==> src/rtl/seg7_scan_display.sv <==
// Multiplexed seven-segment score display: digit scanner, double-dabble BCD
// converter with saturation, and start/play/game-over rendering with blink.
module seg7_scan_display #(
  parameter int unsigned DIGITS    = 8,
  parameter int unsigned SCORE_W   = 12,
  parameter int unsigned SCAN_DIV  = 1000,
  parameter int unsigned BLINK_DIV = 25
) (
  input  logic               vga_clk,
  input  logic               rst,
  input  logic               waiting,
  input  logic               over,
  input  logic [SCORE_W-1:0] score,
  output logic [6:0]         HEX,
  output logic [DIGITS-1:0]  sec,
  output logic               bcd_valid
);

  localparam int unsigned PRE_W  = (SCAN_DIV > 1) ? $clog2(SCAN_DIV) : 1;
  localparam int unsigned IDX_W  = $clog2(DIGITS);
  localparam int unsigned BLK_W  = (BLINK_DIV > 1) ? $clog2(BLINK_DIV) : 1;
  localparam int unsigned CNT_W  = $clog2(SCORE_W);
  localparam int unsigned DISP_W = 4 * DIGITS;
  localparam int unsigned ACC_W  = 4 * DIGITS + 4;

  localparam logic [6:0] SEG_DASH  = 7'b0111111;
  localparam logic [6:0] SEG_BLANK = 7'b1111111;

  typedef enum logic [1:0] {ST_IDLE, ST_SHIFT, ST_LOAD} state_t;

  logic [PRE_W-1:0]   presc_q, presc_d;
  logic [IDX_W-1:0]   idx_q, idx_d;
  logic [DIGITS-1:0]  sec_q, sec_d;
  logic [6:0]         hex_q, hex_d;
  logic [BLK_W-1:0]   blink_q, blink_d;
  logic               phase_q, phase_d;
  logic               over_q, over_d;
  logic               frame_end;

  state_t             state_q, state_d;
  logic [SCORE_W-1:0] cap_q, cap_d;
  logic [SCORE_W-1:0] sh_q, sh_d;
  logic [ACC_W-1:0]   acc_q, acc_d;
  logic               ovf_q, ovf_d;
  logic [CNT_W-1:0]   cnt_q, cnt_d;
  logic               pending_q, pending_d;
  logic [DISP_W-1:0]  disp_q, disp_d;
  logic               valid_q, valid_d;
  logic               conv_start;
  logic [ACC_W-1:0]   dab;

  function automatic logic [6:0] seg_decode(input logic [3:0] n);
    case (n)
      4'd0:    seg_decode = 7'b1000000;
      4'd1:    seg_decode = 7'b1111001;
      4'd2:    seg_decode = 7'b0100100;
      4'd3:    seg_decode = 7'b0110000;
      4'd4:    seg_decode = 7'b0011001;
      4'd5:    seg_decode = 7'b0010010;
      4'd6:    seg_decode = 7'b0000010;
      4'd7:    seg_decode = 7'b1111000;
      4'd8:    seg_decode = 7'b0000000;
      4'd9:    seg_decode = 7'b0010000;
      default: seg_decode = SEG_BLANK;
    endcase
  endfunction

  function automatic logic [ACC_W-1:0] dabble(input logic [ACC_W-1:0] a);
    logic [ACC_W-1:0] r;
    r = a;
    for (int i = 0; i <= int'(DIGITS); i++) begin
      if (r[4*i +: 4] >= 4'd5) r[4*i +: 4] = r[4*i +: 4] + 4'd3;
    end
    return r;
  endfunction

  // Scan prescaler, digit index and blink timer
  always_comb begin
    presc_d   = presc_q + PRE_W'(1);
    idx_d     = idx_q;
    frame_end = 1'b0;
    if (presc_q == PRE_W'(SCAN_DIV - 1)) begin
      presc_d   = '0;
      frame_end = (idx_q == IDX_W'(DIGITS - 1));
      idx_d     = frame_end ? '0 : idx_q + IDX_W'(1);
    end

    over_d  = over;
    blink_d = blink_q;
    phase_d = phase_q;
    if (!over || !over_q) begin
      blink_d = '0;
      phase_d = 1'b0;
    end else if (frame_end) begin
      if (blink_q == BLK_W'(BLINK_DIV - 1)) begin
        blink_d = '0;
        phase_d = ~phase_q;
      end else begin
        blink_d = blink_q + BLK_W'(1);
      end
    end
  end

  // Render the digit that becomes selected this cycle so sec and HEX stay paired
  always_comb begin
    logic             any_nz;
    logic [DIGITS-1:0] lead_zero;
    logic [3:0]       nib;
    logic             lz;
    any_nz    = 1'b0;
    lead_zero = '0;
    nib       = 4'd0;
    lz        = 1'b0;
    for (int i = int'(DIGITS) - 1; i >= 0; i--) begin
      any_nz       = any_nz | (|disp_q[4*i +: 4]);
      lead_zero[i] = !any_nz && (i != 0);
    end
    for (int i = 0; i < int'(DIGITS); i++) begin
      if (idx_d == IDX_W'(i)) begin
        nib = disp_q[4*i +: 4];
        lz  = lead_zero[i];
      end
    end
    sec_d = ~(DIGITS'(1) << idx_d);
    if (waiting || !valid_q)  hex_d = SEG_DASH;
    else if (over && phase_d) hex_d = SEG_BLANK;
    else if (lz)              hex_d = SEG_BLANK;
    else                      hex_d = seg_decode(nib);
  end

  always_ff @(posedge vga_clk) begin
    if (rst) begin
      presc_q <= '0;
      idx_q   <= '0;
      sec_q   <= ~DIGITS'(1);
      hex_q   <= SEG_BLANK;
      blink_q <= '0;
      phase_q <= 1'b0;
      over_q  <= 1'b0;
    end else begin
      presc_q <= presc_d;
      idx_q   <= idx_d;
      sec_q   <= sec_d;
      hex_q   <= hex_d;
      blink_q <= blink_d;
      phase_q <= phase_d;
      over_q  <= over_d;
    end
  end

  // Converter FSM state register
  always_ff @(posedge vga_clk) begin
    if (rst) state_q <= ST_IDLE;
    else     state_q <= state_d;
  end

  assign conv_start = pending_q || (score != cap_q);

  always_comb begin
    state_d = state_q;
    case (state_q)
      ST_IDLE:  if (conv_start) state_d = ST_SHIFT;
      ST_SHIFT: if (cnt_q == CNT_W'(SCORE_W - 1)) state_d = ST_LOAD;
      ST_LOAD:  state_d = ST_IDLE;
      default:  state_d = ST_IDLE;
    endcase
  end

  // Converter datapath; ovf catches digits shifted out past the accumulator top
  always_comb begin
    cap_d     = cap_q;
    sh_d      = sh_q;
    acc_d     = acc_q;
    ovf_d     = ovf_q;
    cnt_d     = cnt_q;
    pending_d = pending_q;
    disp_d    = disp_q;
    valid_d   = valid_q;
    dab       = dabble(acc_q);
    case (state_q)
      ST_IDLE: begin
        if (conv_start) begin
          cap_d     = score;
          sh_d      = score;
          acc_d     = '0;
          ovf_d     = 1'b0;
          cnt_d     = '0;
          pending_d = 1'b0;
        end
      end
      ST_SHIFT: begin
        acc_d = {dab[ACC_W-2:0], sh_q[SCORE_W-1]};
        ovf_d = ovf_q | dab[ACC_W-1];
        sh_d  = sh_q << 1;
        cnt_d = cnt_q + CNT_W'(1);
      end
      ST_LOAD: begin
        valid_d = 1'b1;
        if (ovf_q || (|acc_q[ACC_W-1:DISP_W])) disp_d = {DIGITS{4'h9}};
        else                                   disp_d = acc_q[DISP_W-1:0];
      end
      default: ;
    endcase
  end

  always_ff @(posedge vga_clk) begin
    if (rst) begin
      cap_q     <= '0;
      sh_q      <= '0;
      acc_q     <= '0;
      ovf_q     <= 1'b0;
      cnt_q     <= '0;
      pending_q <= 1'b1;
      disp_q    <= '0;
      valid_q   <= 1'b0;
    end else begin
      cap_q     <= cap_d;
      sh_q      <= sh_d;
      acc_q     <= acc_d;
      ovf_q     <= ovf_d;
      cnt_q     <= cnt_d;
      pending_q <= pending_d;
      disp_q    <= disp_d;
      valid_q   <= valid_d;
    end
  end

  assign HEX       = hex_q;
  assign sec       = sec_q;
  assign bcd_valid = valid_q;

endmodule

==> config.mk <==
export PLATFORM = sky130hd
export DESIGN_NAME = seg7_scan_display
export DESIGN_NICKNAME = d
export VERILOG_FILES = /design/src/rtl/seg7_scan_display.sv
export SDC_FILE = /design/constraint.sdc
export NUM_CORES = 1
export LEC_CHECK = 0
export ABC_AREA = 1
export CAP_MARGIN = 10
export CORE_AREA = 2 2 105 107
export DETAILED_ROUTE_END_ITERATION = 12
export DIE_AREA = 0 0 107 109
export DONT_BUFFER_PORTS = 1
export GPL_ROUTABILITY_DRIVEN = 0
export PLACE_DENSITY = 0.78
export SLEW_MARGIN = 10
export SYNTH_ARGS = -nofsm -noshare
export SYNTH_HDL_FRONTEND = slang
export SYNTH_SLANG_ARGS = --single-unit
==> constraint.sdc <==
create_clock -name vga_clk -period 4.1 [get_ports vga_clk]
set_input_delay 0.82 -clock vga_clk [delete_from_list [all_inputs] [get_ports vga_clk]]
set_output_delay 0.82 -clock vga_clk [all_outputs]
set_load 0.02 [all_outputs]
==> results of run 1 <==
[state kept, by name, indices dropped and copies added, names as in the netlist]
signal,cells
acc_q,36
disp_q,32
cap_q,12
sh_q,12
presc_q,10
sec,8
HEX,7
blink_q,5
cnt_q,4
idx_q,3
state_q,2
bcd_valid,1
over_q,1
ovf_q,1
pending_q,1
phase_q,1
[stage by stage]
step	setup slack (ns)	power [uW]	hold slack, ns
after global routing	0.514	3130	0.345
after global placement	1.15	1510	0.430
after CTS	0.907	3050	0.343
after detailed placement	0.996	1510	0.451
final	0.908	3030	0.368
after floorplan	1.60	1490	0.418
[worst reg2reg max path, stage by stage (launching register included)]
cell and delay, ns:
sky130_fd_sc_hd__dfxtp_1 0.39, sky130_fd_sc_hd__ha_1 0.25, sky130_fd_sc_hd__nand2_2 0.13, sky130_fd_sc_hd__nor2_4 0.15, sky130_fd_sc_hd__nand4_1 0.10, sky130_fd_sc_hd__nand2_1 0.42
sky130_fd_sc_hd__inv_1 0.16, sky130_fd_sc_hd__nor2_1 0.20, sky130_fd_sc_hd__nand2_2 0.11, sky130_fd_sc_hd__nor2_1 0.09, sky130_fd_sc_hd__o21bai_1 0.11, sky130_fd_sc_hd__nand2_1 0.07
sky130_fd_sc_hd__nand2_1 0.09, sky130_fd_sc_hd__nand2_1 0.11, sky130_fd_sc_hd__ha_1 0.30, sky130_fd_sc_hd__or2_1 0.25, sky130_fd_sc_hd__nand2_1 0.07, sky130_fd_sc_hd__nand3_1 0.06
[layer usage]
| layer | wire length [um] | share of wire, % | track usage, % | vias up |
|---|---|---|---|---|
| met4 | 350 | 2.4 | 10.8 | 0 |
| met1 | 6530 | 44 | 30.7 | 2765 |
| met3 | 732 | 5.0 | 7.11 | 36 |
| li1 | - | - | - | 3006 |
| met5 | 0 | 0 | 0 | - |
| met2 | 7170 | 49 | 46.0 | 146 |
[cell usage after synthesis, types with 3 or more instances]
master	instances
sky130_fd_sc_hd__nand3_1	84
sky130_fd_sc_hd__xnor2_1	4
sky130_fd_sc_hd__a31oi_1	16
sky130_fd_sc_hd__inv_1	114
sky130_fd_sc_hd__nand2_1	116
sky130_fd_sc_hd__o21a_1	12
sky130_fd_sc_hd__o22ai_1	4
sky130_fd_sc_hd__nor2_2	4
sky130_fd_sc_hd__nand4_1	13
sky130_fd_sc_hd__nor2_1	82
sky130_fd_sc_hd__nor3b_1	4
sky130_fd_sc_hd__xor2_1	11
sky130_fd_sc_hd__nor2_4	3
sky130_fd_sc_hd__nor4_1	4
sky130_fd_sc_hd__nand3_2	4
sky130_fd_sc_hd__a21oi_1	104
sky130_fd_sc_hd__buf_1	4
sky130_fd_sc_hd__nand2_4	3
sky130_fd_sc_hd__nand2_2	6
sky130_fd_sc_hd__o2111ai_1	3
sky130_fd_sc_hd__nor3_4	3
sky130_fd_sc_hd__dfxtp_1	136
sky130_fd_sc_hd__nor3_1	16
sky130_fd_sc_hd__inv_2	3
sky130_fd_sc_hd__o21ai_0	70
sky130_fd_sc_hd__ha_1	30
sky130_fd_sc_hd__clkbuf_1	33
[final cells by class]
cell class / instances / area [um2]
Fill cell: 843 / 3230
Clock buffer: 22 / 453
Inverter: 118 / 443
Timing Repair Buffer: 6 / 45.0
Sequential cell: 136 / 2720
Clock inverter: 9 / 148
Tap cell: 140 / 175
Multi-Input combinational cell: 615 / 3380
[cell families (layout without fill, tap and decap cells)]
kind of cell / count (synthesis) / after routing / share of synthesized area [%]
xor+xnor: 15 / 15 / 1.96
simple gates: 349 / 349 / 24.8
compound gates: 221 / 221 / 18.0
flops: 136 / 136 / 40.6
fa+ha+maj: 30 / 30 / 5.60
buf+inv: 157 / 155 / 9.01
[power by group through the flow]
stage	registers, uW	logic (uW)	clock network (uW)
after floorplan	1390	102	0
after global placement	1390	117	0
after detailed placement	1390	122	0
after CTS	1360	123	1570
after global routing	1360	139	1630
final	1360	124	1550
[final timing paths]
check / slack (ns) / depth (start not counted) / endpoint / startpoint
worst max-delay path: 0.91 / 17 / HEX[3]$_SDFF_PP1_ / presc_q[0]$_SDFF_PP0_
worst min-delay path: 0.37 / 1 / acc_q[23]$_SDFFE_PP0P_ / rst
worst max register to register: 0.91 / 17 / HEX[3]$_SDFF_PP1_ / presc_q[0]$_SDFF_PP0_
worst min register to register: 0.47 / 2 / acc_q[0]$_SDFFE_PP0P_ / sh_q[11]$_SDFFE_PP0P_
==> results.py, run 1 <==
metrics = {
    "outcome": {
        "run_status": "finished clean",
    },
    "worst_setup_path": {
        "worstSetupEndpointType": "flip-flop",
        "crit_path_top_delay_cell": "sky130_fd_sc_hd__nand2_1",
        "critical_path_peak_fanout": 11,
        "timing.critical_path.slowest_cell_delay_ns": 0.42,
        "cp_data_arrival_time_ns": 3.59,
        "critical_path_buffer_and_inverter_count": 1,
        "critical-path-top-cell-by-count": "sky130_fd_sc_hd__nand2_1",
        "worstPathRequired_ns": 4.50,
        "setup.worst_path.class": "flip-flop to flip-flop",
        "cp_cell_sequence": "ha_1 -> nand2_2 -> nor2_4 -> nand4_1 -> nand2_1 -> inv_1 -> nor2_1 -> nand2_2 -> nor2_1 -> o21bai_1 -> nand2_1 -> nand2_1 -> nand2_1 -> ha_1 -> or2_1 -> nand2_1 -> nand3_1",
        "worst_path_dominant_cell_family": "simple AND/OR/NAND/NOR gates",
        "start_kind": "flip-flop",
    },
    "grt": {
        "grt_pass1_vias": 5628,
        "globalRoute.totalOverflow": 0,
        "grt_pass1_wl_mm": 24.6,
        "grt_antenna_before_repair": 0,
        "maximum_number_of_pins_on_one_net_before_global_route_repair": 63,
        "gr-usage-all-layers_pct": 26.3,
    },
    "logic_synthesis": {
        "netlist_area_um2": 6710,
        "synth.avg_cell_area_um2": 7.38,
        "synthArstFlopShare_pct": 0,
        "post_synth_inst_count": 908,
        "post-synth-top-area-fraction_pct": 40.6,
        "ys_top_cells_by_area": "sky130_fd_sc_hd__dfxtp_1, sky130_fd_sc_hd__a21oi_1, sky130_fd_sc_hd__nand2_1",
        "yosys_register_bits": 136,
        "netlist-cell-type-count": 45,
        "synth-main-ff-cell": "sky130_fd_sc_hd__dfxtp_1",
        "sequential_fraction_of_the_synthesis_area_pct": 40.6,
        "synthesis.yosys.warnings": 0,
        "synth_largest_area_cell": "sky130_fd_sc_hd__dfxtp_1",
        "syn_nets": 954,
        "synth-edff-count": 0,
    },
    "min_path": {
        "worstHoldPathType": "primary input to flip-flop",
    },
    "timing": {
        "period_minus_slack_ns": 3.19,
        "timing_worst_slew_pin_value_ns": 0.630,
        "grt_setup_unrepaired": "no",
        "fin_tns_setup_ns": 0,
        "fin_worst_skew_ns": 0.00786,
        "final_min_period_over_clock_period_pct": 77.8,
        "final_hold_viol_count": 0,
        "achievable-frequency_mhz": 313,
        "drv_slew": 0,
        "slew_hr_pct": 58.0,
        "report.final.setup_viol": 0,
    },
    "power": {
        "ir_worst_vdd_mv": 0.258,
        "power_density_nw_per_um2": 412,
        "leakagePower_uw": 0.00290,
        "sequential_group_share_of_total_power_pct": 44.9,
        "clock_power_share_pct": 51.0,
        "internal_power_uw": 2400,
        "sw_frac_of_total_pct": 21.0,
        "pwr-share-comb_pct": 4.1,
        "switching_power_uw": 638,
    },
    "routing": {
        "routed_via_density": 5.69,
        "detail_route.iter0.violations": 358,
        "route.vias.total": 5953,
        "drt-total-wl_mm": 14.8,
        "antenna_left": 0,
        "detail_route.first_pass.iterations": 5,
        "drc": 0,
        "wire_per_inst_um": 14.1,
    },
    "clocking": {
        "cts_hold_buffers": 0,
        "post_cts_buffers": 0,
        "cts.clk_slew.worst_paths_ns": 0.06,
        "clock_latency_ns": 0.53,
        "cts_root_buffer_type": "sky130_fd_sc_hd__clkbuf_8",
        "htree_levels": 4,
        "clockBufferDepth": 2,
        "number_of_gates_given_a_new_drive_strength_after_cts": 0,
        "tritoncts_sink_count": 136,
        "numCtsBuffers": 17,
        "tritoncts": "done",
    },
    "final_layout": {
        "layout-drive-gt1-share_pct": 7.17,
        "flow.area_growth_from_synthesis_pct": 9.91,
        "final_core_util_pct": 69.5,
        "antennaDiodeCount": 0,
        "layout.cells.most_common": "sky130_fd_sc_hd__dfxtp_1",
        "finish.cell_count_without_fillers": 1046,
        "postLayoutCellArea_um2": 7370,
        "nNetsFinal": 940,
        "mostFrequentLayoutCells": "sky130_fd_sc_hd__dfxtp_1, sky130_fd_sc_hd__nand2_1, sky130_fd_sc_hd__inv_1",
    },
    "placed_design": {
        "port_buffers": 0,
        "place_hpwl_mm": 9.94,
        "placement.cell_area_um2": 6770,
        "placed_cells": 1015,
    },
    "die": {
        "boundaryPins": 32,
        "initial_utilization_pct": 63.2,
        "vert_die_dim_um": 109,
        "dieWidth_um": 107,
        "core.rowCount": 38,
        "coreArea_um2": 10600,
        "dieArea_um2": 11700,
    },
    "flow_run": {
        "maxCapViolCount": 0,
    },
}
(Power assumes the default switching activity.)
==> inputs of run 2 (changes only) <==
- CORE_AREA: 2 2 105 107 -> 2 2 112 114
- DIE_AREA: 0 0 107 109 -> 0 0 114 116
- PLACE_DENSITY: 0.78 -> 0.72
- clock period: 4.1 -> 2.75 ns (I/O delays scaled with it)
==> run 2 against run 1 <==
Combinational power increased by 56%. Critical path depth stayed put. Sequential cell count unchanged. Worst setup slack got worse by 0.90 ns. First-iteration DRC count is 17% higher. Non-clock buffer count up 25. Global-route usage fell by 2.2 points. Power is 48% higher. Largest power group unchanged. Die area up 13%. Final cell count increased by 3.2%. Maximum frequency grew 16%. Sequential share of layout area down 1.8 points. Highest routed layer unchanged.
==> results.py, run 2 (synthesis gave the netlist of run 1 again) <==
metrics = {
    "timing": {
        "fin_worst_skew_ns": 0.00702,
        "fin_tns_setup_ns": 0,
        "final_min_period_over_clock_period_pct": 99.7,
        "grt_setup_unrepaired": "yes",
        "final_hold_viol_count": 0,
        "slew_hr_pct": 63.2,
        "achievable-frequency_mhz": 365,
        "timing_worst_slew_pin_value_ns": 0.550,
        "setup_ws_ns": 0.00862,
        "drv_slew": 0,
        "report.final.setup_viol": 0,
        "period_minus_slack_ns": 2.74,
    },
    "final_layout": {
        "finish.cell_count_without_fillers": 1079,
        "mostFrequentLayoutCells": "sky130_fd_sc_hd__dfxtp_1, sky130_fd_sc_hd__nand2_1, sky130_fd_sc_hd__inv_1",
        "fill_cells": 997,
        "nNetsFinal": 966,
        "reg.largest.list": "acc_q: 36 flops, disp_q: 32 flops",
        "layout-drive-gt1-share_pct": 12.9,
        "antennaDiodeCount": 0,
        "layout.cells.most_common": "sky130_fd_sc_hd__dfxtp_1",
        "flow.area_growth_from_synthesis_pct": 15.8,
        "flip_flop_count_of_the_largest_register_after_layout": 36,
        "largest_register": "acc_q",
    },
    "grt": {
        "grt_pass1_vias": 5831,
        "gr-usage-all-layers_pct": 24.1,
        "grt_antenna_before_repair": 0,
        "maximum_number_of_pins_on_one_net_before_global_route_repair": 65,
        "globalRoute.totalOverflow": 0,
        "grt_pass1_wl_mm": 25.9,
    },
    "min_path": {
        "min_from": "rst",
        "worstHoldPathType": "primary input to flip-flop",
    },
    "worst_setup_path": {
        "worstSetupEndpointType": "flip-flop",
        "critical_path_buffer_and_inverter_count": 2,
        "worst_setup_path_startpoint": "presc_q[1]$_SDFF_PP0_",
        "worstPathRequired_ns": 3.04,
        "worst_path_dominant_cell_family": "simple AND/OR/NAND/NOR gates",
        "start_kind": "flip-flop",
        "worstReg2RegStart": "presc_q[1]$_SDFF_PP0_",
        "critical_path_peak_fanout": 5,
        "setup.worst_path.class": "flip-flop to flip-flop",
        "cp_data_arrival_time_ns": 3.03,
        "cp_cell_sequence": "ha_4 -> nand2_4 -> nor2_4 -> nand4_1 -> buf_4 -> nand2_4 -> inv_4 -> nand4_1 -> nand3_1 -> o21bai_1 -> nand2_1 -> nand2_1 -> nand2_4 -> ha_4 -> or2_1 -> nand2_1 -> nand3_1",
        "timing.critical_path.slowest_cell_delay_ns": 0.37,
        "crit_path_top_delay_cell": "sky130_fd_sc_hd__dfxtp_2",
    },
    "routing": {
        "drc": 0,
        "antenna_left": 0,
        "wire_per_inst_um": 14.7,
        "drt-total-wl_mm": 15.9,
        "detail_route.iter0.violations": 418,
        "wirelength_met1_mm": 7.02,
        "detail_route.first_pass.iterations": 5,
        "topRoutingLayerUsed": "met4",
        "met2WireLength_mm": 7.59,
        "routed_via_density": 5.69,
        "detailroute.wirelength.met3_um": 953,
        "route.vias.total": 6138,
    },
    "die": {
        "initial_utilization_pct": 56.3,
        "dieWidth_um": 114,
        "coreArea_um2": 11900,
        "dieArea_um2": 13200,
        "core.rowCount": 40,
        "vert_die_dim_um": 116,
        "boundaryPins": 32,
    },
    "clocking": {
        "tritoncts": "done",
        "cts_hold_buffers": 0,
        "cts.clk_slew.worst_paths_ns": 0.06,
        "tritoncts_sink_count": 136,
        "clockBufferDepth": 2,
        "clock_latency_ns": 0.43,
        "htree_levels": 4,
        "cts_root_buffer_type": "sky130_fd_sc_hd__clkbuf_16",
        "numCtsBuffers": 17,
    },
    "placed_design": {
        "placed_cells": 1030,
        "place_hpwl_mm": 10.1,
        "port_buffers": 0,
        "preCtsSetupSlack_ns": 0.0297,
    },
    "power": {
        "ir_worst_vdd_mv": 0.387,
        "leakagePower_uw": 0.00304,
        "power_density_nw_per_um2": 576,
    },
    "flow_run": {
        "maxCapViolCount": 0,
    },
    "outcome": {
        "run_status": "finished clean",
    },
}
[run 2: changes by cell type in the layout (fill, tap and decap cells not counted), moves of 4 or more]
cell,change
sky130_fd_sc_hd__buf_4,+20
sky130_fd_sc_hd__nand2_4,+9
sky130_fd_sc_hd__ha_1,-6
sky130_fd_sc_hd__ha_4,+5
sky130_fd_sc_hd__inv_1,-5
sky130_fd_sc_hd__nand2_1,-5
sky130_fd_sc_hd__dfxtp_1,-4
[run 2: power by group]
part / internal (uW) / total [uW] / switching, uW
registers: 2010 / 2030 / 24.8
logic: 59.3 / 193 / 133
clock network: 1420 / 2250 / 833
[run 2: final timing paths]
kind	cells after the start	end	slack [ns]
min	1	bcd_valid$_SDFFE_PP0N_	0.20
max reg2reg	17	HEX[3]$_SDFF_PP1_	0.009
min reg2reg	1	presc_q[0]$_SDFF_PP0_	0.45
max	17	HEX[3]$_SDFF_PP1_	0.009
[run 2: per-layer routing]
metal,vias to the layer above,GRT usage (%)
li1,3060,-
met4,0,9.84
met1,2862,29.0
met3,33,5.86
met2,183,41.5
met5,-,0
[run 2: metrics by stage]
stage | power [uW] | hold slack, ns | cell area, um2 | util (%)
2_1_floorplan | 2220 | 0.418 | 6710 | -
3_3_place_gp | 2250 | 0.430 | 6840 | 57.4
3_5_place_dp | 2260 | 0.439 | 6840 | 57.4
4_1_cts | 4490 | 0.186 | 7420 | 62.3
5_1_grt | 4620 | 0.190 | 7760 | 65.2
6_report | 4480 | 0.204 | 7760 | 65.2
[run 2: timing repair]
action                     CTS  global route
setup buffers                0            17
gates resized for setup      0            53
setup endpoints to repair    0             7
[run 2: area by class of cell]
class | instances | area, um2 | share of cell area [%]
Clock buffer | 23 | 488 | 6.29
Tap cell | 147 | 184 | 2.37
Inverter | 118 | 452 | 5.82
Clock inverter | 8 | 95.1 | 1.22
Multi-Input combinational cell | 616 | 3550 | 45.7
Timing Repair Buffer | 31 | 264 | 3.40
Sequential cell | 136 | 2730 | 35.2
